**config.mk**
```make
export PLATFORM = sky130hd
export DESIGN_NAME = hsi_m_tx_sched
export DESIGN_NICKNAME = d
export VERILOG_FILES = /design/src/rtl/hsi_m_tx_sched.sv
export SDC_FILE = /design/constraint.sdc
export NUM_CORES = 1
export LEC_CHECK = 0
export CORE_AREA = 2 2 73 57
export CTS_BUF_LIST = sky130_fd_sc_hd__clkbuf_8
export DETAILED_ROUTE_END_ITERATION = 7
export DIE_AREA = 0 0 75 59
export PLACE_DENSITY = 0.62
export SYNTH_ARGS = -nofsm -noshare
export SYNTH_HDL_FRONTEND = slang
export SYNTH_SLANG_ARGS = --single-unit
```
**constraint.sdc**
```tcl
create_clock -name clk -period 5.95 [get_ports clk]
set_clock_uncertainty 0.2 [all_clocks]
set_input_delay 1.785 -clock clk [delete_from_list [all_inputs] [get_ports clk]]
set_output_delay 1.785 -clock clk [all_outputs]
set_load 0.02 [all_outputs]
```
**src/rtl/hsi_m_tx_sched.sv**
```systemverilog
`default_nettype none
// ============================================================================
// Module      : hsi_m_tx_sched
// Description : Master command-link frame scheduler. Arbitrates BTC (fixed
//               top priority) and CCW/TM/SR (round robin), issues one
//               tx_start per frame with a frame-type select, waits for
//               tx_done, then enforces an inter-frame gap. All sequencing
//               advances only on the TX bit-period enable clk_en.
//               Optional macro HSI_SCHED_TIMEOUT_EN adds a WAIT watchdog
//               with a sticky err_timeout flag.
// Revision    : 1.0 - initial release
// ============================================================================
module hsi_m_tx_sched #(
   parameter int unsigned GAP_BITS     = 4,
   parameter int unsigned TIMEOUT_BITS = 1024
) (
   input  logic       clk,
   input  logic       n_rst,
   input  logic       clk_en,
   input  logic       sched_en,
   input  logic       btc_req,
   input  logic       ccw_req,
   input  logic       tm_req,
   input  logic       sr_req,
   output logic       btc_ack,
   output logic       ccw_ack,
   output logic       tm_ack,
   output logic       sr_ack,
   output logic       tx_start,
   output logic [1:0] tx_sel,
   input  logic       tx_done,
   output logic       busy,
   input  logic       err_clr,
   output logic       err_timeout
);

   typedef enum logic [1:0] {
      S_IDLE  = 2'd0,
      S_START = 2'd1,
      S_WAIT  = 2'd2,
      S_GAP   = 2'd3
   } state_t;

   localparam logic [1:0] SEL_BTC  = 2'd0;
   localparam logic [1:0] SEL_CCW  = 2'd1;
   localparam logic [1:0] SEL_TM   = 2'd2;
   localparam logic [1:0] SEL_SR   = 2'd3;
   localparam logic [7:0] GAP_LOAD = GAP_BITS[7:0];

   // Round-robin successor over CCW -> TM -> SR -> CCW
   function automatic logic [1:0] next_src(input logic [1:0] s);
      case (s)
         SEL_CCW: next_src = SEL_TM;
         SEL_TM:  next_src = SEL_SR;
         default: next_src = SEL_CCW;
      endcase
   endfunction

   state_t     state_q, state_d;
   logic       tx_start_q, tx_start_d;
   logic [1:0] tx_sel_q, tx_sel_d;
   logic       busy_q, busy_d;
   logic [3:0] ack_q, ack_d;          // {sr, tm, ccw, btc}
   logic [1:0] rr_ptr_q, rr_ptr_d;
   logic [7:0] gap_cnt_q, gap_cnt_d;

   logic [3:0] req_vec;
   logic [1:0] p0, p1, p2;
   logic       grant_valid;
   logic [1:0] grant_sel;
   logic       frame_end;
   logic       timeout_hit;
   logic       wait_expired;

   // A source whose ack is currently showing has not yet had a chance to drop
   // its level request, so it is masked for that one bit period.
   assign req_vec = {sr_req, tm_req, ccw_req, btc_req} & ~ack_q;

   // Winner selection: BTC outright, else first pending from the pointer on
   always_comb begin
      p0          = rr_ptr_q;
      p1          = next_src(p0);
      p2          = next_src(p1);
      grant_valid = |req_vec;
      grant_sel   = SEL_BTC;
      if (req_vec[0])
         grant_sel = SEL_BTC;
      else if (req_vec[p0])
         grant_sel = p0;
      else if (req_vec[p1])
         grant_sel = p1;
      else if (req_vec[p2])
         grant_sel = p2;
   end

   // Scheduler FSM next-state and registered-output values
   always_comb begin
      state_d     = state_q;
      tx_start_d  = 1'b0;
      tx_sel_d    = tx_sel_q;
      busy_d      = busy_q;
      ack_d       = 4'b0000;
      rr_ptr_d    = rr_ptr_q;
      gap_cnt_d   = gap_cnt_q;
      frame_end   = 1'b0;
      timeout_hit = 1'b0;
      case (state_q)
         S_IDLE: begin
            if (sched_en && grant_valid) begin
               state_d    = S_START;
               tx_start_d = 1'b1;
               tx_sel_d   = grant_sel;
               busy_d     = 1'b1;
               if (grant_sel != SEL_BTC)
                  rr_ptr_d = next_src(grant_sel);
            end
         end
         S_START: begin
            state_d = S_WAIT;
         end
         S_WAIT: begin
            if (tx_done) begin
               ack_d[tx_sel_q] = 1'b1;
               frame_end       = 1'b1;
            end else if (wait_expired) begin
               timeout_hit = 1'b1;
               frame_end   = 1'b1;
            end
            if (frame_end) begin
               if (GAP_BITS == 0) begin
                  state_d = S_IDLE;
                  busy_d  = 1'b0;
               end else begin
                  state_d   = S_GAP;
                  gap_cnt_d = GAP_LOAD;
               end
            end
         end
         default: begin
            if (gap_cnt_q <= 8'd1) begin
               state_d   = S_IDLE;
               busy_d    = 1'b0;
               gap_cnt_d = 8'd0;
            end else begin
               gap_cnt_d = gap_cnt_q - 8'd1;
            end
         end
      endcase
   end

   // Scheduler state and outputs, advanced once per bit period
   always_ff @(posedge clk or negedge n_rst) begin
      if (!n_rst) begin
         state_q    <= S_IDLE;
         tx_start_q <= 1'b0;
         tx_sel_q   <= SEL_BTC;
         busy_q     <= 1'b0;
         ack_q      <= 4'b0000;
         rr_ptr_q   <= SEL_CCW;
         gap_cnt_q  <= 8'd0;
      end else if (clk_en) begin
         state_q    <= state_d;
         tx_start_q <= tx_start_d;
         tx_sel_q   <= tx_sel_d;
         busy_q     <= busy_d;
         ack_q      <= ack_d;
         rr_ptr_q   <= rr_ptr_d;
         gap_cnt_q  <= gap_cnt_d;
      end
   end

`ifdef HSI_SCHED_TIMEOUT_EN
   localparam logic [15:0] TIMEOUT_LIM = TIMEOUT_BITS[15:0];

   logic [15:0] wait_cnt_q, wait_cnt_d, wait_cnt_inc;
   logic        err_timeout_q, err_timeout_d;

   // Saturating count of bit periods already spent in WAIT
   assign wait_cnt_inc = (wait_cnt_q == 16'hFFFF) ? wait_cnt_q : wait_cnt_q + 16'd1;
   assign wait_expired = (wait_cnt_inc >= TIMEOUT_LIM);
   assign err_timeout  = err_timeout_q;

   // Watchdog counter restart on WAIT entry; sticky flag where a new timeout beats err_clr
   always_comb begin
      wait_cnt_d    = wait_cnt_q;
      err_timeout_d = err_timeout_q;
      if (state_q == S_START)
         wait_cnt_d = 16'd0;
      else if (state_q == S_WAIT)
         wait_cnt_d = wait_cnt_inc;
      if (timeout_hit)
         err_timeout_d = 1'b1;
      else if (err_clr)
         err_timeout_d = 1'b0;
   end

   // Watchdog registers, advanced once per bit period
   always_ff @(posedge clk or negedge n_rst) begin
      if (!n_rst) begin
         wait_cnt_q    <= 16'd0;
         err_timeout_q <= 1'b0;
      end else if (clk_en) begin
         wait_cnt_q    <= wait_cnt_d;
         err_timeout_q <= err_timeout_d;
      end
   end
`else
   logic [17:0] unused_timeout_sigs;

   assign wait_expired        = 1'b0;
   assign err_timeout         = 1'b0;
   assign unused_timeout_sigs = {err_clr, timeout_hit, TIMEOUT_BITS[15:0]};
`endif

   assign tx_start = tx_start_q;
   assign tx_sel   = tx_sel_q;
   assign busy     = busy_q;
   assign btc_ack  = ack_q[0];
   assign ccw_ack  = ack_q[1];
   assign tm_ack   = ack_q[2];
   assign sr_ack   = ack_q[3];

endmodule
`default_nettype wire

```
# [Yosys cells after proc, flatten, opt, wreduce, memory -nomap -nowiden]
# Cells that the tools add are included.
# Widths: inputs -> output; s select.
[totals] elab_cells=73 register_bits=20 inputBits=10
[op_classes] reduce_logical=14 bitwise=4 n_addsub=1 magnitude_cmp=6 n_eq_ne=10 muxes=31
[op_table] operator="$mux 8" count=2
[op_table] operator="$pmux 8 s2" count=1
[op_table] operator="$mux 2" count=7
[op_table] operator="$lt 2x3->1 const B" count=4
[op_table] operator="$pmux 2 s2" count=3
[op_table] operator="$reduce_and 4->1" count=3
[op_table] operator="$mux 1" count=10
[op_table] operator="$eq 2x1->1 const B" count=4
[op_table] operator="$eq 2x2->1 const B" count=4
[op_table] operator="$le 8x1->1 const B" count=1
[op_table] operator="$mux 4" count=2
[op_table] operator="$sub 8x1->8 const B" count=1
[op_table] operator="$bmux 1 s2" count=3
[op_table] operator="$pmux 2 s3" count=1
[op_table] operator="$reduce_and 3->1" count=2
[op_table] operator="$and 4x4->4" count=1
[op_table] operator="$ne 2x2->1 const B" count=2
[op_table] operator="$not 4->4" count=1
[op_table] operator="$reduce_bool 2->1" count=2
[op_table] operator="$reduce_bool 4->1" count=1
[op_table] operator="$reduce_or 2->1" count=2
[op_table] operator="$reduce_or 4->1" count=1
[op_table] operator="$demux 1 s2" count=1
[op_table] operator="$ge 2x1->1 const B" count=1
[op_table] operator="other kinds (4)" count=6

# [Logic depth before layout (Yosys ltp)]
# Gate-level depths: netlist of run 1.
[depth] depth_word=12 mapped_depth=9 ltp_nobuf=9

# [Least setup slack after synthesis of run 1]
# OpenSTA, ideal clock, no wires.
[synth_timing] path_type="input -> register" startpoint="input sr_req" endpoint="register rr_ptr_q[1], in the netlist p0[1]" t_required_ns=5.622 setup_slack_ns=2.265 stages=7 arrival_time_ns=3.357 setup_time_ns=0.128 cell_sequence="or4b_1 > nand2_1 > a221oi_2 > or3_1 > ha_1 > nor2_1 > mux2_1"
[synth_between] elab_chain_len=9 word_cells_on_any_way=18 classes_between="eq/ne: 2; mux: 11; bitwise: 1; reduce/logical: 4"
[synth_lines] element="start: declaration" line_no="24" rtl="input logic sr_req,"
[synth_lines] element="$and 4x4->4 (*)" line_no="77" rtl="assign req_vec = {sr_req, tm_req, ccw_req, btc_req} & ~ack_q;"
[synth_lines] element="$bmux 1 s2" line_no="92" rtl="else if (req_vec[p2])"
[synth_lines] element="$mux 1 (not written as such)" line_no="92"
[synth_lines] element="$mux 2" line_no="92"
[synth_lines] element="$mux 2" line_no="90" rtl="else if (req_vec[p1])"
[synth_lines] element="$mux 2" line_no="88" rtl="else if (req_vec[p0])"
[synth_lines] element="$mux 2" line_no="86" rtl="if (req_vec[0])"
[synth_lines] element="$eq 2x2->1 (tied with other cells)" line_no="52" rtl="case (s)"
[synth_lines] element="$pmux 2 s2 / $reduce_and 4->1 (equally long branches)"
[synth_lines] element="end signal: assignment" line_no="167" rtl="rr_ptr_q <= rr_ptr_d;"
[synth_lines] element="end: declaration" line_no="64" rtl="logic [1:0] rr_ptr_q, rr_ptr_d;"
# Every way passes the cells marked *; elsewhere a longest branch is shown, timed or not. The select of a mux whose other input is x is not followed.
# A chain may end at the register's enable or synchronous reset.

# [Worst setup path in the final report of run 1]
[layout_timing] startpoint="input btc_req" endpoint="register rr_ptr_q[1], in the netlist p0[1]"
[layout_between] elab_chain_len=9 word_cells_on_any_way=18 classes_between="eq/ne: 2; mux: 11; bitwise: 1; reduce/logical: 4"
[layout_lines] element="start: declaration" line_no="21" rtl="input logic btc_req,"
[layout_lines] element="$and 4x4->4 (*)" line_no="77"
[layout_lines] element="$bmux 1 s2" line_no="92"
[layout_lines] element="$mux 1 (not written as such)" line_no="92"
[layout_lines] element="$mux 2" line_no="92"
[layout_lines] element="$mux 2" line_no="90"
[layout_lines] element="$mux 2" line_no="88"
[layout_lines] element="$mux 2" line_no="86"
[layout_lines] element="$eq 2x2->1 (tied with other cells)" line_no="52"
[layout_lines] element="$pmux 2 s2 / $reduce_and 4->1 (equally long branches)"
# Marks and branches as above.

==> metrics.txt, run 1 <==
status finished, final reports clean; CTS tree yes; worst hold slack 0.325 ns; num ports 19; Initial Util 0.396; Psw 340 µW; CTS Buffer Depth 2; post-DP HPWL 2440 µm; Via density 5.58; RSZ-0062 raised after global routing no; period utilisation layout 0.711; top_reg_cell synth dfrtp_1; Avg Cell Area, Syn 9.55 µm²; DRT Pass-1 Iters 4; routed vias 1217; row count 19; Max-cap violations 0; fillers 354; Die Footprint 4430 µm²; Post-Synthesis Cells 151; Sw Share 0.423; antenna-violating nets left 0; Slew @ Worst Pin 0.924 ns; Placed Cells incl. Taps 214; Post-Route M1 WL 1660 µm; crit path time final 4.23 ns; asr flop ratio synth 1.00; Comb pwr share 0.516; ordered list of cells on the worst path clkdlybuf4s50_1, nor2b_1, mux2_2, a221oi_2, or3_1, ha_1, nor2_1, mux2_1; top sig layer met4; H-Tree Depth 1; ANT cells 0; total number of yosys warnings 0; largest net degree at the start of global routing 21; Fin. Hold Viols 0; EDFF count, synth 0; Startpoint Class input port; Port Buffers 16; Leakage 0.000708 µW; #FFs+latches synth 20; Peak Freq 236 MHz; vias in the first global route 1118; Core Area 3640 µm²; fin util 0.469; power share of the clock group 0.172; fin. max-slew vios 0; clk_lat worst skew 0.26 ns; P per Cell Area 471 nW/µm²; Post-Synthesis Net Count 171; Total Nets Final 187; CTS Hold Bufs 0; gr usage total 0.157; total grt overflow 0; Required @ worst endpoint 5.90 ns; die width 75 µm; Slowest-stage cell, CP nor2b_1; synth-to-layout area growth 18.4%; clock slew at reported path FFs 0.08 ns; cell internal pwr 464 µW; register area share after synthesis 0.348; clk sinks 20; layout cell share with drive strength beyond 1 0.127; Hold WC Path Type flop to flop; CP max FO 8; first-pass GRT wire length 5310 µm; Max stage delay on crit path 0.52 ns; crit end category flop; Routed WL per cell 14.7 µm; WS Path Type input port to flop; maximum VDD drop 0.000247 V; CTS buffer count 3; Worst Path Arrival 4.18 ns; antenna violations before repair 0; Rel. slew slack 0.382; Reg power frac 0.313; Synth Cell Area 1440 µm²; Die H 59 µm; residual DRC count 0; CTS resizes 0; Synth cell types 59; setup TNS 0 ns; final WL 3200 µm; Setup Buffers After CTS 0; Post-Layout Cell Count 218; met3 routed WL 144 µm; RePlAce Congestion 0.965; routed wl met2 1380 µm; Initial DRC Count 42; Final Setup Violations 0; Root Driver clkbuf_8
-- path summary, 6_finish.rpt --
path	slack (ns)	cells after the start	to	from
hold / removal	0.33	2	tx_start	tx_start
setup / recovery	1.72	8	p0[1]	btc_req
hold reg to reg	0.33	2	tx_start	tx_start
max in group asynchronous	3.15	1	state_q[1]	n_rst
setup reg to reg	2.82	9	p0[1]	p0[0]
min in group asynchronous	1.84	1	tx_sel[0]	n_rst
-- state kept, by name, summed over array words and instances (netlist names) --
signal     flops
gap_cnt_q      8
ack_q          4
p0             2
state_q        2
tx_sel         2
busy           1
tx_start       1
-- cell usage after synthesis (all sizes together) (2+ instances only) --
| master | n | area [µm²] |
|---|---|---|
| a21oi | 2 | 10.0 |
| a311oi | 2 | 17.5 |
| a31oi | 5 | 31.3 |
| and2 | 2 | 12.5 |
| and2b | 3 | 28.8 |
| and3 | 2 | 12.5 |
| buf | 3 | 23.8 |
| clkbuf | 2 | 7.51 |
| dfrtp | 19 | 475 |
| ha | 10 | 125 |
| inv | 14 | 52.6 |
| mux2 | 3 | 33.8 |
| nand2 | 11 | 41.3 |
| nand2b | 3 | 18.8 |
| nand3 | 8 | 45.0 |
| nand3b | 4 | 30.0 |
| nor2 | 5 | 18.8 |
| nor3 | 3 | 31.3 |
| nor4 | 2 | 12.5 |
| nor4b | 2 | 17.5 |
| o21ai | 11 | 55.1 |
| o22ai | 4 | 25.0 |
| o31ai | 2 | 15.0 |
| o41ai | 2 | 36.3 |
| or2 | 2 | 15.0 |
| or3 | 2 | 12.5 |
| or4 | 2 | 18.8 |
-- placed cells by master (no fill, tap or decap), drive strengths merged, types with 2 or more instances in the layout --
cell	instances
o22ai	4
nand2b	3
nor4b	2
and2b	3
clkdlybuf4s50	16
nand2	11
mux2	3
or2	2
dfrtp	19
nor4	2
nand3	8
nor2	5
nand3b	4
ha	10
o41ai	2
and3	2
o31ai	2
inv	14
a31oi	5
a311oi	2
or3	2
nor3	3
clkbuf	3
o21ai	11
or4	2
a21oi	2
and2	2
-- area by class of cell --
class	instances	area (µm²)	area share
clock buffer	3	41.3	0.0242
multi-input combinational	112	856	0.501
inverter	14	52.6	0.0308
timing repair buffer	16	160	0.0938
sequential	20	502	0.294
clock inverter	1	30.0	0.0176
tap	52	65.1	0.0381
-- cells by family after synthesis --
group	count (synthesis)	synth area share
flip-flops	20	0.348
adder cells (fa/ha/maj)	10	0.0868
buffers and inverters	19	0.0582
AO/OA/AOI/OAI	38	0.200
AND/OR/NAND/NOR	59	0.274
other	1	0.00260
multiplexers	4	0.0304
-- power groups by stage --
stage	Combinational [µW]	Sequential, µW	Clock [µW]
final	414	251	138
after global routing	463	260	148
after CTS	412	250	142
after detailed placement	411	252	0
after global placement	397	249	0
after floorplan	297	254	0
-- critical path: cells and delay by family --
| family | cells | cell delay (ns) |
|---|---|---|
| AND/OR/NAND/NOR | 3 | 1.03 |
| adder cells (fa/ha/maj) | 1 | 0.20 |
| buffers and inverters | 1 | 0.45 |
| AO/OA/AOI/OAI | 1 | 0.08 |
| multiplexers | 2 | 0.63 |
-- per-stage QoR --
step	total power (µW)	setup WS [ns]	area, µm²
2_1_floorplan	551	2.27	1440
3_3_place_gp	646	1.49	1640
3_5_place_dp	663	1.43	1640
4_1_cts	805	1.71	1710
5_1_grt	871	1.58	1710
6_report	804	1.72	1710
-- metal layers --
layer | GRT usage | vias to the layer above
met1 | 0.229 | 594
met4 | 0.0306 | 0
met5 | 0 | -
met3 | 0.0425 | 4
li1 | - | 588
met2 | 0.236 | 31
Power figures use the tool's default switching activity.
==> run 2, diff against run 1 <==
==> constraint.sdc (replaced) <==
create_clock -name clk -period 4.1 [get_ports clk]
set_clock_uncertainty 0.2 [all_clocks]
set_input_delay 1.23 -clock clk [delete_from_list [all_inputs] [get_ports clk]]
set_output_delay 1.23 -clock clk [all_outputs]
set_load 0.02 [all_outputs]
==> metrics.txt, run 2 (synthesis gave the netlist of run 1 again) <==
status finished, final reports clean; clk sinks 20 (unchanged); DRT Pass-1 Iters 4 (unchanged); clk_lat worst skew 0.27 ns (about the same); Top Registers gap_cnt_q: 8 flops, ack_q: 4 flops; RePlAce Congestion 0.983 (+1.9%); layout cell share with drive strength beyond 1 0.132 (+0.00523); maximum VDD drop 0.000378 V (+53%); most frequent cells in the layout dfrtp_1, clkdlybuf4s50_1, inv_1; Slew @ Worst Pin 0.909 ns (-0.0149 ns); post-DP HPWL 2450 µm (+0.30%); ordered list of cells on the worst path clkdlybuf4s50_1, or4b_1, nand2_1, a221oi_2, or3_1, ha_1, nor2_1, mux2_1; antenna violations before repair 0 (unchanged); Rel. slew slack 0.392 (+0.00997); CTS tree yes; pre-CTS WS 0.303 ns (-1.13 ns); most common cell after layout, fill and taps aside dfrtp_1; vias in the first global route 1145 (+2.4%); P per Cell Area 681 nW/µm² (+45%); die width 75 µm (unchanged); period utilisation layout 0.858; synth-to-layout area growth 18.9%; Total Nets Final 188 (+0.53%); Critical path buffers and inverters 1 (unchanged); Root Driver clkbuf_8; Core Area 3640 µm² (unchanged); Die Footprint 4430 µm² (unchanged); RSZ-0062 raised after global routing no; CTS resizes 0 (unchanged); placed cell area 1640 µm² (+0.46%); number of cells on the critical path 8 (unchanged); Required @ worst endpoint 4.06 ns (-1.84 ns); final instance area 1710 µm² (+0.44%); cell family with most CP delay simple AND/OR/NAND/NOR gates; Max-cap violations 0 (unchanged); Peak Freq 284 MHz; Largest register FFs 8 (unchanged); num ports 19 (unchanged); Leakage 0.000712 µW (+0.68%); total grt overflow 0 (unchanged); Setup Buffers After CTS 0 (unchanged); H-Tree Depth 1 (unchanged); worst hold slack 0.330 ns (+0.00453 ns); Routed WL per cell 14.4 µm (-2.0%); Slowest-stage cell, CP clkdlybuf4s50_1; Top reg by flops gap_cnt_q; Final WS setup 0.582 ns (-1.14 ns); CTS Buffer Depth 2 (unchanged); row count 19 (unchanged); antenna-violating nets left 0 (unchanged); Hold WC Path Type flop to flop; CP max FO 4 (-4); residual DRC count 0 (unchanged); first-pass GRT wire length 5460 µm (+2.8%); Reg2Reg Depth 9 (unchanged); Startpoint Class input port; routed vias 1210 (-0.58%); largest net degree at the start of global routing 21 (unchanged); Die H 59 µm (unchanged); Max stage delay on crit path 0.52 ns (about the same); Initial Util 0.396 (unchanged); CTS Hold Bufs 0 (unchanged); gr usage total 0.163 (+0.00626); Port Buffers 16 (unchanged); Via density 5.53 (-1.0%); setup TNS 0 ns (unchanged); fin. max-slew vios 0 (unchanged); ANT cells 0 (unchanged); WS Path Type input port to flop; clock slew at reported path FFs 0.08 ns (about the same); Initial DRC Count 99 (+140%); CTS buffer count 3 (unchanged); hold path depth 2 (unchanged); Worst Path Arrival 3.48 ns (-0.70 ns); Final Setup Violations 0 (unchanged); Fin. Hold Viols 0 (unchanged); final WL 3150 µm (-1.6%); crit end category flop; crit path time final 3.52 ns
[run 2: metal layers]
layer	GRT usage	wire, µm	share of wire	up-vias
li1	-	-	-	589
met1	0.237	1580	0.50	585
met2	0.249	1380	0.44	31
met3	0.0374	162	0.051	5
met4	0.0357	29	0.0092	0
met5	0	0	0	-
[run 2: worst reg2reg max path, delay by kind of cell, from the launching register on]
kind / cells / cell delay [ns]
adder cells (fa/ha/maj): 2 / 0.55
multiplexers: 1 / 0.34
AND/OR/NAND/NOR: 4 / 1.19
buffers and inverters: 1 / 0.07
AO/OA/AOI/OAI: 1 / 0.07
flip-flops: 1 / 0.60
[run 2: final cells by class]
class,count,area (µm²)
sequential,20,502
timing repair buffer,17,168
fill,347,1920
clock buffer,3,41.3
multi-input combinational,112,856
tap,52,65.1
inverter,14,52.6
clock inverter,1,30.0
[run 2: power by group]
group | leakage (µW) | internal (µW) | switching (µW) | total [µW]
registers | 0.000247 | 274 | 88.3 | 362
clock network | 0.0000357 | 131 | 73.0 | 204
logic | 0.000430 | 272 | 330 | 603
total | 0.000712 | 676 | 492 | 1170
[run 2: path summary, 6_finish.rpt]
| kind | startpoint | to | slack [ns] |
|---|---|---|---|
| worst max-delay path | sr_req | p0[1] | 0.58 |
| worst min-delay path | tx_start | tx_start | 0.33 |
| worst max register to register | p0[0] | p0[1] | 0.95 |
| worst min register to register | tx_start | tx_start | 0.33 |
| max in group asynchronous | n_rst | busy | 1.87 |
| min in group asynchronous | n_rst | tx_sel[0] | 1.27 |
[run 2: through the flow]
stage                      util  total power, µW  instances
final                     0.471             1170        219
after global placement    0.452              940        215
after CTS                 0.471             1170        219
after detailed placement  0.452              963        215
after global routing      0.471             1270        219
after floorplan               -              799        151
